`src/rtl/frame_write_sequencer.sv`:
```
// frame_write_sequencer: takes a header word that selects a frame, loads NumRows
// data words into FrameData, then pulses one FrameStrobe line to commit them.
module frame_write_sequencer #(
   parameter int unsigned FrameBitsPerRow = 32,
   parameter int unsigned MaxFramesPerCol = 20,
   parameter int unsigned NumRows         = 4
) (
   input  logic                               UserCLK,
   input  logic                               Reset,
   input  logic                               s_valid,
   output logic                               s_ready,
   input  logic [FrameBitsPerRow-1:0]         s_data,
   input  logic                               err_clr,
   output logic [NumRows*FrameBitsPerRow-1:0] FrameData,
   output logic [MaxFramesPerCol-1:0]         FrameStrobe,
   output logic                               busy,
   output logic                               err,
   output logic [15:0]                        frame_count
);

   localparam int unsigned     RowW    = (NumRows > 1) ? $clog2(NumRows) : 1;
   localparam logic [RowW-1:0] LastRow = RowW'(NumRows - 1);

   localparam logic [1:0] IDLE   = 2'd0;
   localparam logic [1:0] LOAD   = 2'd1;
   localparam logic [1:0] STROBE = 2'd2;
   localparam logic [1:0] HOLD   = 2'd3;

   logic [1:0]                 state;
   logic [1:0]                 state_next;
   logic [RowW-1:0]            row_cnt;
   logic [4:0]                 frame_idx;
   logic [FrameBitsPerRow-1:0] rows [NumRows];
   logic                       err_flag;
   logic [15:0]                frame_cnt;
   logic                       accept;
   logic                       hdr_ok;
   logic                       bad_hdr;

   assign accept  = s_valid & s_ready;
   // Header marker sits in the top nibble; the index must address an existing strobe line.
   assign hdr_ok  = (s_data[31:28] == 4'hF) && (32'(s_data[4:0]) < MaxFramesPerCol);
   assign bad_hdr = (state == IDLE) && accept && !hdr_ok;

   // Next-state decode.
   always_comb begin
      state_next = state;
      unique case (state)
         IDLE:    if (accept && hdr_ok) state_next = LOAD;
         LOAD:    if (accept && (row_cnt == LastRow)) state_next = STROBE;
         STROBE:  state_next = HOLD;
         default: state_next = IDLE;
      endcase
   end

   // State, frame index and row counter; the counter only moves on accepted LOAD words.
   always_ff @(posedge UserCLK or posedge Reset) begin
      if (Reset) begin
         state     <= IDLE;
         row_cnt   <= '0;
         frame_idx <= '0;
      end else begin
         state <= state_next;
         if ((state == IDLE) && accept && hdr_ok) begin
            frame_idx <= s_data[4:0];
            row_cnt   <= '0;
         end else if ((state == LOAD) && accept) begin
            row_cnt <= (row_cnt == LastRow) ? '0 : row_cnt + 1'b1;
         end
      end
   end

   // Row storage: written only by LOAD, otherwise retains the last frame's data.
   always_ff @(posedge UserCLK or posedge Reset) begin
      if (Reset) begin
         for (int unsigned k = 0; k < NumRows; k++) begin
            rows[k] <= '0;
         end
      end else if ((state == LOAD) && accept) begin
         rows[row_cnt] <= s_data;
      end
   end

   // Sticky error flag; a bad header in the same cycle as err_clr keeps it set.
   always_ff @(posedge UserCLK or posedge Reset) begin
      if (Reset) begin
         err_flag <= 1'b0;
      end else if (bad_hdr) begin
         err_flag <= 1'b1;
      end else if (err_clr) begin
         err_flag <= 1'b0;
      end
   end

   // Completed-write counter, bumped as STROBE hands over to HOLD; wraps naturally.
   always_ff @(posedge UserCLK or posedge Reset) begin
      if (Reset) begin
         frame_cnt <= '0;
      end else if (state == STROBE) begin
         frame_cnt <= frame_cnt + 16'd1;
      end
   end

   // Strobe decodes straight from state so an async reset drops it immediately.
   always_comb begin
      FrameStrobe = '0;
      if (state == STROBE) begin
         for (int unsigned i = 0; i < MaxFramesPerCol; i++) begin
            FrameStrobe[i] = (frame_idx == 5'(i));
         end
      end
   end

   for (genvar k = 0; k < NumRows; k++) begin : g_rows
      assign FrameData[k*FrameBitsPerRow +: FrameBitsPerRow] = rows[k];
   end

   assign s_ready     = (state == IDLE) || (state == LOAD);
   assign busy        = (state != IDLE);
   assign err         = err_flag;
   assign frame_count = frame_cnt;

endmodule
```
`config.mk`:
```
export PLATFORM = sky130hd
export DESIGN_NAME = frame_write_sequencer
export DESIGN_NICKNAME = d
export VERILOG_FILES = /design/src/rtl/frame_write_sequencer.sv
export SDC_FILE = /design/constraint.sdc
export NUM_CORES = 1
export LEC_CHECK = 0
export CORE_MARGIN = 2
export CORE_UTILIZATION = 46
export DETAILED_ROUTE_END_ITERATION = 10
export GPL_TIMING_DRIVEN = 0
export PLACE_DENSITY = 0.8
export REMOVE_ABC_BUFFERS = 1
export SLEW_MARGIN = 20
export SYNTH_ARGS = -nofsm -noshare
export SYNTH_HDL_FRONTEND = slang
export SYNTH_SLANG_ARGS = --single-unit
```
`constraint.sdc`:
```
create_clock -name UserCLK -period 6.3 [get_ports UserCLK]
set_input_delay 0.945 -clock UserCLK [delete_from_list [all_inputs] [get_ports UserCLK]]
set_output_delay 0.945 -clock UserCLK [all_outputs]
set_load 0.02 [all_outputs]
```
==> flow_summary_export.csv, run 1 <==
group,metric,value,unit
power,p_seq_share,35.2,%
detailed_routing,drc,0,
power,p_sw,1.67,mW
finish,syn_to_final_growth,42.8,%
critical_path,required,5.35,ns
grt,grt_pass1_wl,23100,um
logic_synthesis,synth-seq-area-share,61.8,%
power,p_int,3.12,mW
cts,cts-htree-levels,4,
floorplanning,coreArea,13200,um^2
logic_synthesis,synth_edf_count,0,
grt,antenna_found_initial,0,
grt,track_usage,20.8,%
critical_path,critPathKind,"register to primary output",
finish,final_cell_mix,"202 x clkdlybuf4s50_1, 154 x dfrtp_1, 125 x mux2_2",
detailed_routing,drt.antenna.violating_nets,0,
finish,fin_cells,805,
outcome,status,"completed",
finish,drive_above_1_share,25.9,%
worst_hold_path,hp-class,"register to register",
logic_synthesis,synthFlopType,"dfrtp_1",
power,swShare,34.9,%
sta,finalCriticalPeriod,3.58,ns
floorplanning,fp-row-count,42,
power,power.leakage,3.95,nW
logic_synthesis,synth_area,6230,um^2
job,maxCapViolations,0,
cts,cts_setup_buffers,0,
detailed_routing,routed_wl,14400,um
detailed_routing,vias,4070,
logic_synthesis,ys_warn_count,0,
placement,post-dp-hpwl,9780,um
grt,grt_overflow,0,
sta,tightest_slew,0.638,ns
detailed_routing,viasPerCell,5.06,
detailed_routing,initialDrtViolationCount,152,
grt,grt_max_degree,94,
sta,skew,0.00733,ns
detailed_routing,dr.pass1.iters,4,
critical_path,startpoint_type,"register",
floorplanning,die_h,120,um
logic_synthesis,syn-instance-count,412,
floorplanning,dieArea,14500,um^2
sta,slew_headroom,57.5,%
cts,cts_tree,"done",
sta,slew_viol_final,0,
power,p_per_area,539,nW/um^2
critical_path,critPathArrivalTime,2.64,ns
logic_synthesis,synth_top_cell_by_area,"dfrtp_1",
cts,cts_resized,0,
floorplanning,die-width,120,um
logic_synthesis,syn_area_per_cell,15.1,um^2
logic_synthesis,yosys.area.top_type_share,61.8,%
critical_path,critPathCaptureType,"primary output",
logic_synthesis,netlist-cell-type-count,32,
sta,setup_viol,0,
grt,grt_pass1_vias,4410,
floorplanning,start_util,47.1,%
finish,final_common_cell,"clkdlybuf4s50_1",
finish,antennaDiodeCount,0,
cts,cts-buffers-inserted,17,
placement,place_inst,775,
floorplanning,ioPinCount,203,
logic_synthesis,synth_async_sr_flop_share,100,%
sta,fmax,279,MHz
finish,post-route-util,67.2,%
placement,gp_congestion,0.796,
logic_synthesis,ys_ff_latch,154,
placement,portBuffers,202,
sta,rsz0062_at_grt,"false",
power,ir_worst_vdd,0.000313,V
sta,setup-tns-final,0,ns
cts,cts_hold_buf,0,
cts,root_buffer,"clkbuf_16",
logic_synthesis,yosys-top-cells-area,"dfrtp_1 62%, mux2_2 23%, buf_6 2.2%",
cts,clockBufferDepth,2,
cts,cts_sinks,154,
power,power.share.clock,19.5,%
sta,post-route-period-util,56.9,%
finish,finish.net_count,663,
cts,clk_latency,0.41,ns
power,p_comb_share,45.3,%
sta,hold_viol,0,
critical_path,crit_fanout,8,
cts,path_clk_slew,0.06,ns
detailed_routing,wire_per_inst,17.9,um
[path summary, 6_finish.rpt]
| check | startpoint | endpoint | slack [ns] | cells past startpoint |
|---|---|---|---|---|
| setup / recovery | state[0] | FrameStrobe[8] | 2.72 | 6 |
| hold / removal | frame_count[15] | frame_count[15] | 0.47 | 1 |
| setup reg to reg | state[1] | FrameData[122] | 4.45 | 5 |
| hold reg to reg | frame_count[15] | frame_count[15] | 0.47 | 1 |
| max in group asynchronous | Reset | frame_idx[4] | 4.55 | 3 |
| min in group asynchronous | Reset | FrameData[109] | 1.02 | 2 |
[sequential cells by signal, indices dropped and copies added, names as in the netlist]
signal,count
frame_idx,5
err,1
row_cnt,2
state,2
FrameData,128
frame_count,16
[worst max-delay path: stages, from the launching register on]
cell,delay [ns]
dfrtp_1,0.41
inv_1,0.11
ha_1,0.36
nor2b_1,0.30
nand3b_1,0.19
nor3_1,0.22
clkdlybuf4s50_1,0.64
[per-stage QoR]
stage	hold WS, ns	power, mW	setup WS (ns)	instance area [um^2]
final	0.470	4.80	2.72	8900
after global routing	0.510	5.04	2.50	8900
after CTS	0.475	4.85	2.70	8900
after detailed placement	0.463	3.89	3.16	8360
after global placement	0.462	3.81	-0.482	8320
after floorplan	0.482	2.78	1.21	6080
[power groups by stage]
stage / clock, mW / combinational (mW) / sequential [mW]
3_3_place_gp: 0 / 2.14 / 1.67
4_1_cts: 0.954 / 2.20 / 1.69
3_5_place_dp: 0 / 2.19 / 1.70
2_1_floorplan: 0 / 0.600 / 2.18
6_report: 0.933 / 2.17 / 1.69
5_1_grt: 0.997 / 2.30 / 1.74
[cells by family after synthesis]
kind of cell	count (synthesis)	synth area share [%]
AO/OA/AOI/OAI	7	0.723
XOR/XNOR	15	2.11
adder cells (fa/ha/maj)	9	1.81
buffers and inverters	24	2.95
flip-flops	154	61.8
multiplexers	136	24.5
AND/OR/NAND/NOR	67	6.04
[layout make-up]
type                    instances  area (um^2)
fillers                       961         4340
flip-flops and latches        154         3850
multi-input cells             234         2200
repair buffers                203         2050
clock buffers                  22          474
well taps                     176          220
clock inverters                 8         71.3
inverters                       8         37.5
[cell usage after synthesis, drive strengths merged (2+ instances only)]
cell type and instances:
dfrtp 154, mux2 135, nor2 21, nand2 16, buf 13, xnor2 10, ha 9, inv 8
nand4 7, nor3 7, xor2 5, nand3 4, clkbuf 3, nand2b 3, a21oi 2, and3 2
and4 2, nand3b 2
[routing by layer]
metal	GRT usage (%)	up-vias	wire [um]
met5	0	-	0
met4	8.58	0	317
met3	9.72	26	1450
met2	34.1	155	7140
met1	23.5	2025	5540
li1	-	1864	-
Note: power is estimated with default switching activity, not from simulation.
==> run 2: changes to the inputs <==
--- a/config.mk
+++ b/config.mk
@@ -6,10 +6,10 @@
 export NUM_CORES = 1
 export LEC_CHECK = 0
 export CORE_MARGIN = 2
-export CORE_UTILIZATION = 46
+export CORE_UTILIZATION = 42
 export DETAILED_ROUTE_END_ITERATION = 10
 export GPL_TIMING_DRIVEN = 0
-export PLACE_DENSITY = 0.8
+export PLACE_DENSITY = 0.77
 export REMOVE_ABC_BUFFERS = 1
 export SLEW_MARGIN = 20
 export SYNTH_ARGS = -nofsm -noshare
==> constraint.sdc (replaced) <==
create_clock -name UserCLK -period 3 [get_ports UserCLK]
set_input_delay 0.45 -clock UserCLK [delete_from_list [all_inputs] [get_ports UserCLK]]
set_output_delay 0.45 -clock UserCLK [all_outputs]
set_load 0.02 [all_outputs]
==> flow_summary_export.csv, run 2 (synthesized netlist as in run 1, its figures left out) <==
group,metric,value,unit
finish,antennaDiodeCount,0,
cts,cts_hold_buf,0,
cts,root_buffer,"clkbuf_16",
detailed_routing,routed_wl,14900,um
cts,cts-buffers-inserted,17,
critical_path,crit_family,"buffers and inverters",
floorplanning,fp-row-count,44,
critical_path,critPathKind,"register to primary output",
grt,antenna_found_initial,0,
critical_path,worst_path_max_delay_cell,"clkdlybuf4s50_1",
sta,rsz0062_at_grt,"false",
grt,grt_pass1_vias,4447,
finish,fill_cells,1134,
sta,fmax,355,MHz
sta,setup_ws,0.180,ns
placement,gp_congestion,0.843,
cts,clockBufferDepth,2,
floorplanning,coreArea,14500,um^2
critical_path,critPathMaxStageDelay,0.61,ns
grt,grt_pass1_wl,23700,um
critical_path,critPathArrivalTime,2.37,ns
finish,fin_area,8990,um^2
critical_path,startpoint_type,"register",
finish,final_cell_mix,"197 x clkdlybuf4s50_1, 154 x dfrtp_1, 125 x mux2_2",
worst_hold_path,hp-class,"register to register",
critical_path,path_cells,"inv_1, ha_4, nor2b_2, nand3b_1, nor2_1, clkdlybuf4s50_1",
cts,path_clk_slew,0.06,ns
job,maxCapViolations,0,
floorplanning,die-width,126,um
sta,finalCriticalPeriod,2.82,ns
sta,setup_viol,0,
floorplanning,ioPinCount,203,
floorplanning,start_util,42.9,%
placement,post-dp-hpwl,10000,um
critical_path,required,2.55,ns
finish,final_common_cell,"clkdlybuf4s50_1",
power,ir_worst_vdd,0.000613,V
cts,clk_latency,0.42,ns
floorplanning,dieArea,15800,um^2
sta,tightest_slew,0.583,ns
finish,syn_to_final_growth,44.2,%
floorplanning,die_h,126,um
critical_path,crit_fanout,8,
grt,grt_max_degree,85,
cts,cts-htree-levels,4,
placement,place_area,8370,um^2
cts,cts_tree,"done",
detailed_routing,dr.pass1.iters,4,
detailed_routing,drc,0,
sta,hold_viol,0,
finish,drive_above_1_share,26.8,%
sta,whs,0.477,ns
grt,grt_overflow,0,
power,power.leakage,4.05,nW
sta,slew_headroom,61.1,%
finish,largest_reg_flops,128,
outcome,status,"completed",
cts,cts_sinks,154,
finish,finish.net_count,663,
critical_path,critPathCaptureType,"primary output",
detailed_routing,viasPerCell,5.05,
detailed_routing,vias,4116,
power,p_per_area,1140,nW/um^2
detailed_routing,drt.antenna.violating_nets,0,
placement,portBuffers,202,
critical_path,path_buf_inv,2,
grt,track_usage,19.2,%
detailed_routing,initialDrtViolationCount,149,
sta,post-route-period-util,94.0,%
detailed_routing,wire_per_inst,18.3,um
placement,pre_cts_ws,0.314,ns
sta,slew_viol_final,0,
power,finalPower,10.3,mW
sta,skew,0.0143,ns
[run 2: cell count changes in the layout (fill, tap and decap cells not counted), sizes merged]
cell,delta
bufinv,+1
clkbuf,-1
clkdlybuf4s50,-5
clkinvlp,+1
dlygate4sd2,+1
dlymetal6s2s,+4
inv,+1
[run 2: power by group]
group	total, mW	switching (mW)	leakage, nW	internal (mW)
Clock	2.12	0.812	0.295	1.31
Sequential	3.55	0.549	1.93	3.00
Combinational	4.59	2.20	1.83	2.38
[run 2: layout make-up]
type                    count  area [um^2]  share of cell area (%)
well taps                 184          230                    2.56
flip-flops and latches    154         3850                    42.9
inverters                   8         37.5                   0.418
clock inverters            11          118                    1.31
repair buffers            203         2060                    22.9
multi-input cells         234         2210                    24.6
clock buffers              21          480                    5.35
[run 2: path summary, 6_finish.rpt]
| check | slack (ns) | endpoint | cells after the start | startpoint |
|---|---|---|---|---|
| setup reg to reg | 1.03 | FrameData[29] | 5 | state[1] |
| setup / recovery | 0.18 | FrameStrobe[10] | 6 | state[0] |
| max in group asynchronous | 1.74 | row_cnt[1] | 3 | Reset |
| min in group asynchronous | 0.52 | FrameData[39] | 2 | Reset |
| hold reg to reg | 0.48 | frame_count[15] | 1 | frame_count[15] |
| hold / removal | 0.48 | frame_count[15] | 1 | frame_count[15] |
[run 2: what timing repair did]
action	CTS	global route
resized for setup	3	5
setup buffers	0	0
hold endpoints to repair	0	0
setup endpoints to repair	14	12
pin swaps	0	0
cloned	0	0
[run 2: metrics by stage]
step | utilization, % | setup TNS, ns | instances
floorplan | - | -246.37 | 396
global placement | 57.3 | -518.99 | 782
detailed placement | 57.6 | 0 | 783
CTS | 61.7 | 0 | 815
global route | 61.8 | 0 | 815
finish | 61.8 | 0 | 815
[run 2: routing by layer]
metal	track usage (%)	wire length (um)
met5	0	0
met2	32.9	7630
met4	6.98	259
met1	22.4	6000
met3	6.88	991
==> run 3: changes to the inputs <==
--- a/config.mk
+++ b/config.mk
@@ -5,13 +5,13 @@
 export SDC_FILE = /design/constraint.sdc
 export NUM_CORES = 1
 export LEC_CHECK = 0
-export CORE_MARGIN = 2
+export CORE_MARGIN = 10
 export CORE_UTILIZATION = 42
 export DETAILED_ROUTE_END_ITERATION = 10
 export GPL_TIMING_DRIVEN = 0
 export PLACE_DENSITY = 0.77
-export REMOVE_ABC_BUFFERS = 1
 export SLEW_MARGIN = 20
 export SYNTH_ARGS = -nofsm -noshare
 export SYNTH_HDL_FRONTEND = slang
 export SYNTH_SLANG_ARGS = --single-unit
+export TNS_END_PERCENT = 5
==> flow_summary_export.csv, run 3 (synthesized netlist as in run 1, its figures left out) <==
group,metric,value,unit
placement,portBuffers,202,
grt,antenna_found_initial,0,
grt,grt_use_met2,27.2,%
finish,drive_above_1_share,28.3,%
power,p_per_area,1140,nW/um^2
cts,cts_tree,"done",
finish,fill_cells,1078,
cts,path_clk_slew,0.06,ns
placement,gp_congestion,0.773,
outcome,status,"completed",
grt,grt_pass1_wl,26000,um
sta,skew,0.00549,ns
critical_path,critPathCaptureType,"primary output",
detailed_routing,vias,4171,
power,p_sw,3.69,mW
floorplanning,start_util,42.9,%
finish,seq_area,3850,um^2
cts,clockBufferDepth,2,
critical_path,crit_family,"buffers and inverters",
sta,whs,0.402,ns
finish,final_cell_mix,"196 x clkdlybuf4s50_1, 154 x dfrtp_1, 125 x mux2_2",
grt,grt_overflow,0,
finish,post-route-util,63.5,%
critical_path,worst_path_max_delay_cell,"clkdlybuf4s50_1",
detailed_routing,drt.antenna.violating_nets,0,
critical_path,crit_fanout,8,
cts,cts_sinks,154,
finish,largest_reg_flops,128,
cts,cts_setup_buffers,0,
job,maxCapViolations,0,
critical_path,critPathArrivalTime,2.45,ns
grt,grt_pass1_vias,4673,
critical_path,critPathMaxStageDelay,0.65,ns
floorplanning,coreArea,14500,um^2
critical_path,path_buf_inv,3,
sta,rsz0062_at_grt,"false",
grt,grt_util_met1,17.1,%
grt,met3_usage,10.3,%
sta,finalCriticalPeriod,2.90,ns
cts,root_buffer,"clkbuf_16",
critical_path,startpoint_type,"register",
sta,tightest_slew,0.467,ns
sta,hold_viol,0,
finish,syn_to_final_growth,48.0,%
power,finalPower,10.5,mW
sta,slew_headroom,68.8,%
sta,fmax,345,MHz
cts,clk_latency,0.42,ns
sta,post-route-period-util,96.7,%
power,p_seq_share,33.6,%
detailed_routing,routed_wl,16800,um
detailed_routing,wire_per_inst,20.1,um
floorplanning,die-width,142,um
floorplanning,die_h,142,um
cts,cts-buffers-inserted,17,
power,p_int,6.84,mW
grt,grt_max_degree,34,
power,ir_worst_vdd,0.000675,V
placement,pre_cts_ws,0.428,ns
critical_path,required,2.55,ns
floorplanning,ioPinCount,203,
power,power.leakage,4.15,nW
grt,track_usage,16.6,%
sta,setup_viol,0,
sta,slew_viol_final,0,
critical_path,critPathKind,"register to primary output",
power,swShare,35.0,%
floorplanning,fp-row-count,44,
cts,cts-htree-levels,4,
cts,cts_hold_buf,0,
finish,multi_input_area,2200,um^2
detailed_routing,viasPerCell,5.00,
power,power.share.clock,21.5,%
finish,finish.net_count,683,
power,p_comb_share,44.8,%
finish,antennaDiodeCount,0,
worst_hold_path,hp-class,"input port to async pin",
logic_synthesis,syn_nets,457,
floorplanning,dieArea,20100,um^2
grt,top_usage_layer,"met2",
detailed_routing,drc,0,
detailed_routing,initialDrtViolationCount,107,
finish,final_common_cell,"clkdlybuf4s50_1",
critical_path,path_cells,"inv_1, ha_1, buf_4, nor2b_2, nand3b_1, nor2_1, clkdlybuf4s50_1",
sta,setup_ws,0.100,ns
detailed_routing,dr.pass1.iters,4,
placement,post-dp-hpwl,12700,um
[run 3: cell count changes in the layout (fill, tap and decap cells not counted), moves of 2 or more]
cell | previous run | this run
clkbuf_8 | 4 | 1
buf_6 | 0 | 12
clkbuf_1 | 0 | 3
clkinv_2 | 5 | 2
dlymetal6s2s_1 | 4 | 2
bufinv_16 | 2 | 4
buf_12 | 0 | 4
inv_6 | 1 | 4
dlygate4sd2_1 | 1 | 4
[run 3: worst reg2reg max path, delay by kind of cell, from the launching register on]
family	cells	cell delay [ns]
buffers and inverters	2	0.28
DFF	1	0.40
adders and majority gates	1	0.16
and+or+nand+nor	3	0.61
xor gates and xnor gates	1	0.16
[run 3: layer usage]
metal | part of all wire, % | vias to the layer above
met5 | 0 | -
li1 | - | 1888
met2 | 49 | 162
met4 | 1.5 | 0
met1 | 37 | 2102
met3 | 13 | 19
[run 3: repair_timing]
item	in CTS	in global routing
setup endpoints to repair	4	10
cloned	0	0
resized for setup	4	3
[run 3: stage by stage]
stage	TNS [ns]	instances	instance area (um^2)
after floorplan	0	412	6240
after global placement	-89.16	798	8490
after detailed placement	0	803	8600
after CTS	0	834	9220
after global routing	0	834	9230
final	0	834	9230
[run 3: worst paths after layout]
kind	start	endpoint	slack, ns	cells past startpoint
hold / removal	Reset	FrameData[1]	0.40	2
min in group UserCLK	frame_count[15]	frame_count[15]	0.50	1
setup reg to reg	state[0]	frame_count[15]	1.27	7
setup / recovery	state[0]	FrameStrobe[5]	0.10	7
max in group asynchronous	Reset	FrameData[10]	1.86	4
hold reg to reg	frame_count[15]	frame_count[15]	0.50	1
[run 3: power by group through the flow]
stage	Sequential, mW	Clock [mW]	Combinational (mW)
3_3_place_gp	3.50	0	4.66
3_5_place_dp	3.57	0	4.77
2_1_floorplan	4.57	0	1.33
4_1_cts	3.54	2.32	4.80
6_report	3.54	2.27	4.72
5_1_grt	3.66	2.41	5.02
[run 3: final cells by class]
cell class              count  area share [%]
inverters                   8           0.366
clock inverters            13            2.05
clock buffers              18            4.76
flip-flops and latches    154            41.8
multi-input cells         234            23.8
plain buffers              16            1.67
repair buffers            207            23.1
well taps                 184            2.49
